<file path="config.mk">
export PLATFORM = sky130hd
export DESIGN_NAME = game_ctrl_flat
export DESIGN_NICKNAME = d
export VERILOG_FILES = /design/src/rtl/game_pkg.sv /design/src/rtl/game_ctrl_if.sv /design/src/rtl/btn_sync.sv /design/src/rtl/game_ctrl.sv /design/src/flat_wrapper.sv
export SDC_FILE = /design/constraint.sdc
export NUM_CORES = 1
export LEC_CHECK = 0
export CAP_MARGIN = 20
export CORE_ASPECT_RATIO = 0.9
export CORE_UTILIZATION = 40
export CTS_CLUSTER_DIAMETER = 100
export DETAILED_ROUTE_END_ITERATION = 12
export GPL_TIMING_DRIVEN = 0
export PLACE_DENSITY = 0.68
export SKIP_CTS_REPAIR_TIMING = 1
export SLEW_MARGIN = 15
export SYNTH_ARGS = -nofsm -noshare
export SYNTH_HDL_FRONTEND = slang
export SYNTH_SLANG_ARGS = --single-unit
</file>
<file path="constraint.sdc">
create_clock -name clk_pix -period 4.48 [get_ports clk_pix]
set_input_delay 1.12 -clock clk_pix [delete_from_list [all_inputs] [get_ports clk_pix]]
set_output_delay 1.12 -clock clk_pix [all_outputs]
set_load 0.005 [all_outputs]
</file>
<file path="src/rtl/game_pkg.sv">
// game_pkg: shared game state encoding and raster geometry for the game sequencer.
package game_pkg;

   typedef enum logic [1:0] {
      TITLE = 2'd0,
      PLAY  = 2'd1,
      OVER  = 2'd2
   } game_state_t;

   localparam int H_RES  = 640;
   localparam int V_RES  = 480;
   localparam int H_LAST = 639;
   localparam int V_LAST = 479;

endpackage

</file>
<file path="src/rtl/game_ctrl_if.sv">
// game_ctrl_if: button and scan-position inputs plus renderer-facing outputs.
// There is no valid/ready handshake: frame_tick is a one-cycle strobe that is
// high only while sx==639 && sy==479, and every other output is a level that
// changes only on the clock edge that ends that strobe cycle.
interface game_ctrl_if;
   logic       btn_up;
   logic       btn_dn;
   logic       btn_fire;
   logic [9:0] sx;
   logic [9:0] sy;
   logic       frame_tick;
   logic [1:0] game_state;
   logic [9:0] player_y;
   logic       shot_active;
   logic [9:0] shot_x;
   logic [9:0] shot_y;
   logic [9:0] target_y;
   logic [7:0] score;

   // master: buttons and raster counters side
   modport master (
      output btn_up, btn_dn, btn_fire, sx, sy,
      input  frame_tick, game_state, player_y, shot_active,
             shot_x, shot_y, target_y, score
   );

   // slave: the game sequencer itself
   modport slave (
      input  btn_up, btn_dn, btn_fire, sx, sy,
      output frame_tick, game_state, player_y, shot_active,
             shot_x, shot_y, target_y, score
   );
endinterface

</file>
<file path="src/rtl/btn_sync.sv">
// btn_sync: 2-flop synchronizer for one raw button plus a frame-sampled
// rising-edge detector. o_level and o_rise are meaningful on the tick cycle.
module btn_sync (
   input  logic i_clk,
   input  logic i_rst,
   input  logic i_btn,
   input  logic i_tick,
   output logic o_level,
   output logic o_rise
);
   logic r_s1;
   logic r_s2;
   logic r_prev;

   // free-running synchronizer chain for the asynchronous button
   always_ff @(posedge i_clk) begin
      if (i_rst) begin
         r_s1 <= 1'b0;
         r_s2 <= 1'b0;
      end else begin
         r_s1 <= i_btn;
         r_s2 <= r_s1;
      end
   end

   // remember the level seen at the previous frame tick
   always_ff @(posedge i_clk) begin
      if (i_rst) begin
         r_prev <= 1'b0;
      end else if (i_tick) begin
         r_prev <= r_s2;
      end
   end

   assign o_level = r_s2;
   assign o_rise  = r_s2 & ~r_prev;
endmodule

</file>
<file path="src/rtl/game_ctrl.sv">
// game_ctrl: title/play/over sequencer with player, shot, target and score
// datapath. Every register moves only on the frame_tick cycle.
module game_ctrl
   import game_pkg::*;
#(
   parameter int PLAYER_X     = 32,
   parameter int PLAYER_W     = 16,
   parameter int PLAYER_H     = 64,
   parameter int PLAYER_SPD   = 4,
   parameter int SHOT_SPD     = 8,
   parameter int TARGET_X     = 600,
   parameter int TARGET_H     = 48,
   parameter int TGT_SPD      = 2,
   parameter int ROUND_FRAMES = 1800,
   parameter int OVER_FRAMES  = 120
) (
   input  logic       clk_pix,
   input  logic       sim_rst,
   game_ctrl_if.slave bus
);
   localparam logic [9:0]         PLAYER_Y0  = 10'((V_RES - PLAYER_H) / 2);
   localparam logic signed [10:0] PLAYER_MAX = 11'(V_RES - PLAYER_H);
   localparam logic signed [10:0] TGT_MAX    = 11'(V_RES - TARGET_H);
   localparam logic [9:0]         SHOT_X0    = 10'(PLAYER_X + PLAYER_W);
   // one counter serves both the round and the OVER hold; 11 bits covers 1800
   localparam logic [10:0]        ROUND_LAST = 11'(ROUND_FRAMES - 1);
   localparam logic [10:0]        OVER_LAST  = 11'(OVER_FRAMES - 1);

   game_state_t r_state, w_state_nxt;
   logic [9:0]  r_player_y, w_player_nxt;
   logic        r_shot_active, w_shot_active_nxt;
   logic [9:0]  r_shot_x, w_shot_x_nxt;
   logic [9:0]  r_shot_y, w_shot_y_nxt;
   logic [9:0]  r_target_y, w_target_nxt;
   logic        r_tgt_up, w_tgt_up_nxt;
   logic [7:0]  r_score, w_score_nxt;
   logic [10:0] r_cnt, w_cnt_nxt;

   logic w_tick, w_up, w_dn, w_fire_pe;
   logic w_up_rise, w_dn_rise, w_fire_lvl, w_unused;
   logic signed [10:0] w_py_up, w_py_dn, w_ty_up, w_ty_dn;
   logic [10:0] w_sx_new;
   logic        w_hit;

   assign w_tick = (bus.sx == 10'(H_LAST)) && (bus.sy == 10'(V_LAST));

   btn_sync u_sync_up   (.i_clk(clk_pix), .i_rst(sim_rst), .i_btn(bus.btn_up),
                         .i_tick(w_tick), .o_level(w_up), .o_rise(w_up_rise));
   btn_sync u_sync_dn   (.i_clk(clk_pix), .i_rst(sim_rst), .i_btn(bus.btn_dn),
                         .i_tick(w_tick), .o_level(w_dn), .o_rise(w_dn_rise));
   btn_sync u_sync_fire (.i_clk(clk_pix), .i_rst(sim_rst), .i_btn(bus.btn_fire),
                         .i_tick(w_tick), .o_level(w_fire_lvl), .o_rise(w_fire_pe));

   // movement uses levels for up/down and only the edge for fire
   assign w_unused = w_up_rise ^ w_dn_rise ^ w_fire_lvl;

   // 11-bit signed candidates so clamping happens before any wrap
   assign w_py_up  = $signed({1'b0, r_player_y}) - $signed(11'(PLAYER_SPD));
   assign w_py_dn  = $signed({1'b0, r_player_y}) + $signed(11'(PLAYER_SPD));
   assign w_ty_up  = $signed({1'b0, r_target_y}) - $signed(11'(TGT_SPD));
   assign w_ty_dn  = $signed({1'b0, r_target_y}) + $signed(11'(TGT_SPD));
   assign w_sx_new = {1'b0, r_shot_x} + 11'(SHOT_SPD);
   // hit test uses the new shot x against the pre-move target row
   assign w_hit    = r_shot_active && (w_sx_new >= 11'(TARGET_X)) &&
                     (r_shot_y >= r_target_y) &&
                     ({1'b0, r_shot_y} < ({1'b0, r_target_y} + 11'(TARGET_H)));

   // state and datapath registers
   always_ff @(posedge clk_pix) begin
      if (sim_rst) begin
         r_state       <= TITLE;
         r_player_y    <= PLAYER_Y0;
         r_shot_active <= 1'b0;
         r_shot_x      <= 10'd0;
         r_shot_y      <= 10'd0;
         r_target_y    <= 10'd0;
         r_tgt_up      <= 1'b0;
         r_score       <= 8'd0;
         r_cnt         <= 11'd0;
      end else begin
         r_state       <= w_state_nxt;
         r_player_y    <= w_player_nxt;
         r_shot_active <= w_shot_active_nxt;
         r_shot_x      <= w_shot_x_nxt;
         r_shot_y      <= w_shot_y_nxt;
         r_target_y    <= w_target_nxt;
         r_tgt_up      <= w_tgt_up_nxt;
         r_score       <= w_score_nxt;
         r_cnt         <= w_cnt_nxt;
      end
   end

   // next-state and datapath: everything holds unless this is the tick cycle
   always_comb begin
      w_state_nxt       = r_state;
      w_player_nxt      = r_player_y;
      w_shot_active_nxt = r_shot_active;
      w_shot_x_nxt      = r_shot_x;
      w_shot_y_nxt      = r_shot_y;
      w_target_nxt      = r_target_y;
      w_tgt_up_nxt      = r_tgt_up;
      w_score_nxt       = r_score;
      w_cnt_nxt         = r_cnt;
      if (w_tick) begin
         unique case (r_state)
            TITLE: begin
               if (w_fire_pe) begin
                  w_state_nxt       = PLAY;
                  w_player_nxt      = PLAYER_Y0;
                  w_target_nxt      = 10'd0;
                  w_tgt_up_nxt      = 1'b0;
                  w_score_nxt       = 8'd0;
                  w_shot_active_nxt = 1'b0;
                  w_cnt_nxt         = 11'd0;
               end
            end
            PLAY: begin
               if (w_up && !w_dn) begin
                  w_player_nxt = (w_py_up < 11'sd0) ? 10'd0 : w_py_up[9:0];
               end else if (w_dn && !w_up) begin
                  w_player_nxt = (w_py_dn > PLAYER_MAX) ? PLAYER_MAX[9:0] : w_py_dn[9:0];
               end
               if (!r_tgt_up) begin
                  if (w_ty_dn >= TGT_MAX) begin
                     w_target_nxt = TGT_MAX[9:0];
                     w_tgt_up_nxt = 1'b1;
                  end else begin
                     w_target_nxt = w_ty_dn[9:0];
                  end
               end else begin
                  if (w_ty_up <= 11'sd0) begin
                     w_target_nxt = 10'd0;
                     w_tgt_up_nxt = 1'b0;
                  end else begin
                     w_target_nxt = w_ty_up[9:0];
                  end
               end
               if (r_shot_active) begin
                  if (w_hit) begin
                     w_shot_active_nxt = 1'b0;
                     w_shot_x_nxt      = w_sx_new[9:0];
                     w_score_nxt       = (r_score == 8'hFF) ? r_score : r_score + 8'd1;
                  end else if (w_sx_new > 11'(H_LAST)) begin
                     w_shot_active_nxt = 1'b0;
                  end else begin
                     w_shot_x_nxt = w_sx_new[9:0];
                  end
               end else if (w_fire_pe) begin
                  w_shot_active_nxt = 1'b1;
                  w_shot_x_nxt      = SHOT_X0;
                  w_shot_y_nxt      = r_player_y + 10'(PLAYER_H / 2);
               end
               // last round tick: drop the shot and discard any hit
               if (r_cnt == ROUND_LAST) begin
                  w_state_nxt       = OVER;
                  w_cnt_nxt         = 11'd0;
                  w_shot_active_nxt = 1'b0;
                  w_score_nxt       = r_score;
               end else begin
                  w_cnt_nxt = r_cnt + 11'd1;
               end
            end
            OVER: begin
               if (r_cnt == OVER_LAST) begin
                  w_state_nxt = TITLE;
                  w_cnt_nxt   = 11'd0;
               end else begin
                  w_cnt_nxt = r_cnt + 11'd1;
               end
            end
            default: w_state_nxt = TITLE;
         endcase
      end
   end

   assign bus.frame_tick  = w_tick;
   assign bus.game_state  = r_state;
   assign bus.player_y    = r_player_y;
   assign bus.shot_active = r_shot_active;
   assign bus.shot_x      = r_shot_x;
   assign bus.shot_y      = r_shot_y;
   assign bus.target_y    = r_target_y;
   assign bus.score       = r_score;
endmodule
</file>
<file path="src/flat_wrapper.sv">
// flat-port wrapper written by rule: the top's interface ports become plain ports
module game_ctrl_flat import game_pkg::*;
#(
   parameter int PLAYER_X     = 32,
   parameter int PLAYER_W     = 16,
   parameter int PLAYER_H     = 64,
   parameter int PLAYER_SPD   = 4,
   parameter int SHOT_SPD     = 8,
   parameter int TARGET_X     = 600,
   parameter int TARGET_H     = 48,
   parameter int TGT_SPD      = 2,
   parameter int ROUND_FRAMES = 1800,
   parameter int OVER_FRAMES  = 120
)
  (clk_pix, sim_rst, bus_btn_up, bus_btn_dn, bus_btn_fire, bus_sx, bus_sy, bus_frame_tick, bus_game_state, bus_player_y, bus_shot_active, bus_shot_x, bus_shot_y, bus_target_y, bus_score);
  game_ctrl_if bus_i ();
  input  logic clk_pix;
  input  logic sim_rst;
  input wire logic [$bits(bus_i.btn_up)-1:0] bus_btn_up;
  input wire logic [$bits(bus_i.btn_dn)-1:0] bus_btn_dn;
  input wire logic [$bits(bus_i.btn_fire)-1:0] bus_btn_fire;
  input wire logic [$bits(bus_i.sx)-1:0] bus_sx;
  input wire logic [$bits(bus_i.sy)-1:0] bus_sy;
  output wire logic [$bits(bus_i.frame_tick)-1:0] bus_frame_tick;
  output wire logic [$bits(bus_i.game_state)-1:0] bus_game_state;
  output wire logic [$bits(bus_i.player_y)-1:0] bus_player_y;
  output wire logic [$bits(bus_i.shot_active)-1:0] bus_shot_active;
  output wire logic [$bits(bus_i.shot_x)-1:0] bus_shot_x;
  output wire logic [$bits(bus_i.shot_y)-1:0] bus_shot_y;
  output wire logic [$bits(bus_i.target_y)-1:0] bus_target_y;
  output wire logic [$bits(bus_i.score)-1:0] bus_score;
  assign bus_i.btn_up = bus_btn_up;
  assign bus_i.btn_dn = bus_btn_dn;
  assign bus_i.btn_fire = bus_btn_fire;
  assign bus_i.sx = bus_sx;
  assign bus_i.sy = bus_sy;
  assign bus_frame_tick = bus_i.frame_tick;
  assign bus_game_state = bus_i.game_state;
  assign bus_player_y = bus_i.player_y;
  assign bus_shot_active = bus_i.shot_active;
  assign bus_shot_x = bus_i.shot_x;
  assign bus_shot_y = bus_i.shot_y;
  assign bus_target_y = bus_i.target_y;
  assign bus_score = bus_i.score;
  game_ctrl #(.PLAYER_X(PLAYER_X), .PLAYER_W(PLAYER_W), .PLAYER_H(PLAYER_H), .PLAYER_SPD(PLAYER_SPD), .SHOT_SPD(SHOT_SPD), .TARGET_X(TARGET_X), .TARGET_H(TARGET_H), .TGT_SPD(TGT_SPD), .ROUND_FRAMES(ROUND_FRAMES), .OVER_FRAMES(OVER_FRAMES)) u_core (.clk_pix(clk_pix), .sim_rst(sim_rst), .bus(bus_i));
endmodule
</file>
==> flow_results.org <==
** Status
- The run finished with clean final reports.

** Worst hold path
- The path class of the tightest hold or removal check is reg -> reg.
- Min-Delay Path Depth :: 1

** Floorplanning
- Core area :: roughly 0.011 mm2
- Die height :: 104 um
- The die covers 0.0119 mm2.
- Initial Utilization :: a little over two fifths
- I/O pin count :: 77
- The initialized floorplan defines 36 standard-cell rows.
- In this run the horizontal extent of the chip is between 100 and 150 um.

** GRT
- The via count of the first global-routing pass came to 4,606.
- Initial antenna violation count :: 0
- Maximum number of pins on one net before global-route repair :: 14
- Summed over all layers, the global routing overflow is 0.
- In the global route stage, overall resource usage came out at 23.6%.
- The first global-routing pass estimated 22.3 mm of wire.

** Critical path
- Critical Path Start Type :: primary input
- The critical path goes through clkdlybuf4s50_1 -> nand4b_1 -> nor3_1 -> and2_1 -> clkbuf_1 -> clkdlybuf4s50_1.
- CP arrival :: 3180 ps
- Register-to-Register Path Depth :: 13
- Crit-path slowest cell :: clkdlybuf4s50_1
- STA puts the critical path data required time at 3360 ps.
- The cell that appears most often on the critical path is clkdlybuf4s50_1.
- Crit-path max FO :: 6
- Classification of the worst setup path :: in -> out
- STA classifies the critical path endpoint as an output port.
- For this run, the slowest stage of the critical path takes 580 ps.

** Detailed routing
- Post-DR vias/cell :: 5.67
- The final route contains 4,757 vias.
- Once detail routing completed, the nets flagged for antenna violations numbered 0.
- In this run, the number of DRC markers left after iteration 0 of detailed routing was 376.
- The final layout contains routed wiring with a total length of about 13 mm.
- First-pass iteration count of the detailed router :: 6
- In the routed design, unresolved DRC markers number 0.
- Dividing the detail-routed wire length by the instance count gives 16.1 um.

** Timing
- Number of failing hold endpoints at the final stage :: 0
- On the final layout, the worst hold slack is 450 ps.
- Clock period minus worst slack :: approximately 4300 ps
- Setup clock skew after layout :: about 8.6 ps
- Worst max-slew margin expressed relative to the limit :: roughly 40%
- For this run, the top clock speed supported by timing is around 230 MHz.
- At the pin with the least slew margin, the transition time is 894 ps.
- Final number of max-transition violations :: 0
- Setup violations remaining at the end of the flow were counted as 0.
- Dividing the final minimum period by the clock period gives 96.0%.
- After routing, the total negative slack on setup checks comes to 0 ps.
- RSZ-0062 raised after global routing :: false

** Logic synthesis
- Synthesis warning total :: 0
- Post-synth design cell area :: 0.00458 mm2
- Synthesized instance count :: 596
- Counting flops with an async set or reset pin after synthesis yields a share of 0%.
- Count of flip-flops with a built-in enable after synthesis :: 0
- Number of distinct library cell variants in the gate-level netlist after synthesis :: 71
- Syn_area_per_cell :: 7.69 um2
- Number of flip-flops and latches in the synthesized netlist :: 62
- Dominant register cell in the synthesized netlist :: dfxtp_1
- Share of the yosys chip area belonging to registers :: 27.1%

** Final layout
- After the flow finishes, the layout carries non-filler instances totaling 839.
- Cells fill 52.9% of the core in the end.
- Fraction of layout instances using a drive strength above 1 :: 6.55%
- Leaving out fill and tap cells, the most frequent cell in the layout is clkdlybuf4s50_1.
- At the end of the flow, the number of nets in the layout was 738.
- Area of all placed cells without fillers :: 0.00581 mm2
- Layout overhead on the synthesized area :: 26.9%
- Highest-count cells in the layout ignoring fill and taps :: clkdlybuf4s50_1 (68), dfxtp_1 (62), nor2_1 (57)
- Combined flip-flop and latch cell area :: 0.00124 mm2
- Multi-input combinational cell area :: slightly above 0.003 mm2
- The filler cells instantiated in the layout total 1,087.
- The repair_antennas step left the layout with diodes totalling 0.

** Placed design
- Final weighted congestion of routability-driven global placement :: roughly 0.9
- Once placement completed, the tool counted placed cells totaling 823.
- Detailed placement finished with a half-perimeter wire length of 9.98 mm.
- Count of buffers from port buffering :: 68
- Cell area after placement :: 0.00548 mm2

** Clocking
- The tree built by TritonCTS fans out to 62 sinks.
- Clock-pin slew was measured on the worst setup and hold paths at 60 ps.
- Max H-tree Level :: 3
- The root buffer cell chosen for the clock tree is clkbuf_16.
- TritonCTS built the clock tree.
- Bufs on Longest Clock Path :: 2
- Clock latency on the worst-skew pair, taken at its later pin, is around 350 ps.
- Clock buffer count from CTS :: 9

** Pwr
- Leakage component of the power :: 2.07 nW
- Power per unit of standard cell area :: 241 mW/mm2
- The worst-case IR drop observed on VDD is roughly 0.22 mV.

** Job
- Number of violations of the max-capacitance limit :: 0
## final timing paths
path	end	startpoint	slack [ps]
setup / recovery	bus_frame_tick	bus_sy[9]	180
hold / removal	u_core.u_sync_up.o_level	u_core.u_sync_up.r_s1	450
setup reg to reg	u_core.bus.score[7]	u_core.bus.target_y[5]	270
hold reg to reg	u_core.u_sync_up.o_level	u_core.u_sync_up.r_s1	450
## metrics by stage
stage / power [W] / worst slack (ps)
2_1_floorplan: 0.000591 / 1010
3_3_place_gp: 0.000620 / 169
3_5_place_dp: 0.000621 / 173
4_1_cts: 0.00141 / 160
5_1_grt: 0.00143 / 5.06
6_report: 0.00140 / 177
## cells in the mapped netlist, types with 6 or more instances
| master | n | area share (%) |
|---|---|---|
| dfxtp_1 | 62 | 27 |
| nor2_1 | 57 | 4.7 |
| a21oi_1 | 47 | 5.1 |
| nand2_1 | 44 | 3.6 |
| ha_1 | 31 | 8.5 |
| inv_1 | 29 | 2.4 |
| clkbuf_1 | 28 | 2.3 |
| o21ai_0 | 24 | 2.6 |
| nor3_1 | 19 | 2.1 |
| nand3_1 | 17 | 1.9 |
| nand4_1 | 17 | 2.3 |
| nor2b_1 | 15 | 2.0 |
| xnor2_1 | 14 | 2.7 |
| o31ai_1 | 12 | 2.0 |
| and3_1 | 10 | 1.4 |
| xor2_1 | 10 | 1.9 |
| and2_1 | 9 | 1.2 |
| buf_4 | 9 | 1.5 |
| a31oi_1 | 8 | 1.1 |
| nand2b_1 | 8 | 1.1 |
| mux2i_1 | 7 | 1.5 |
| o21a_1 | 7 | 1.1 |
| or4_1 | 7 | 1.1 |
| o32ai_1 | 6 | 1.1 |
## worst max-delay path, delay by kind of cell
| family | cells | cell delay [ps] |
|---|---|---|
| AND/OR/NAND/NOR | 3 | 740 |
| buffers and inverters | 3 | 1320 |
## cells by family (layout without fill, tap and decap cells)
logic type	Yosys count	in the layout	share of synthesized area, %
AO/OA/AOI/OAI	157	157	23.2
XOR/XNOR	24	24	4.59
adder cells (fa/ha/maj)	31	31	8.46
buffers and inverters	75	159	7.15
flip-flops	62	62	27.1
multiplexers	10	10	2.27
other	1	8	0.0818
AND/OR/NAND/NOR	236	236	27.1
## layer usage
| metal | vias to the layer above | GRT usage, % | routed length (um) |
|---|---|---|---|
| met3 | 31 | 5.97 | 851 |
| met5 | - | 0 | 0 |
| met4 | 0 | 9.09 | 308 |
| li1 | 2334 | - | - |
| met2 | 173 | 37.4 | 6160 |
| met1 | 2219 | 30.5 | 6160 |
## layout make-up
cell class,instances,area share (%)
clock inverter,7,1.81
timing repair buffer,68,11.7
buffer,44,3.64
multi-input combinational,466,52.4
inverter,31,2.00
clock buffer,9,3.87
tap,152,3.27
sequential,62,21.3
## sequential cells by signal (all words and copies together) (netlist names)
| name | cells |
|---|---|
| u_core.bus.shot_x | 7 |
| u_core.u_sync_dn.r_s1 | 1 |
| u_core.bus.player_y | 8 |
| u_core.u_sync_dn.o_level | 1 |
| u_core.bus.shot_active | 1 |
| u_core.u_sync_up.o_level | 1 |
| u_core.bus.target_y | 9 |
| u_core.u_sync_up.r_s1 | 1 |
| u_core.r_tgt_up | 1 |
| u_core.bus.score | 8 |
| u_core.r_cnt | 11 |
| u_core.bus.game_state | 2 |
| u_core.u_sync_fire.o_level | 1 |
| u_core.u_sync_fire.r_s1 | 1 |
| u_core.u_sync_fire.r_prev | 1 |
| u_core.bus.shot_y | 8 |
## where the power goes
| group | switching, W | internal, W | total (W) |
|---|---|---|---|
| combinational | 0.0000247 | 0.0000294 | 0.0000541 |
| clock | 0.000297 | 0.000496 | 0.000793 |
| sequential | 0.00000113 | 0.000554 | 0.000555 |
| total | 0.000323 | 0.00108 | 0.00140 |
Power figures use the tool's default switching activity.
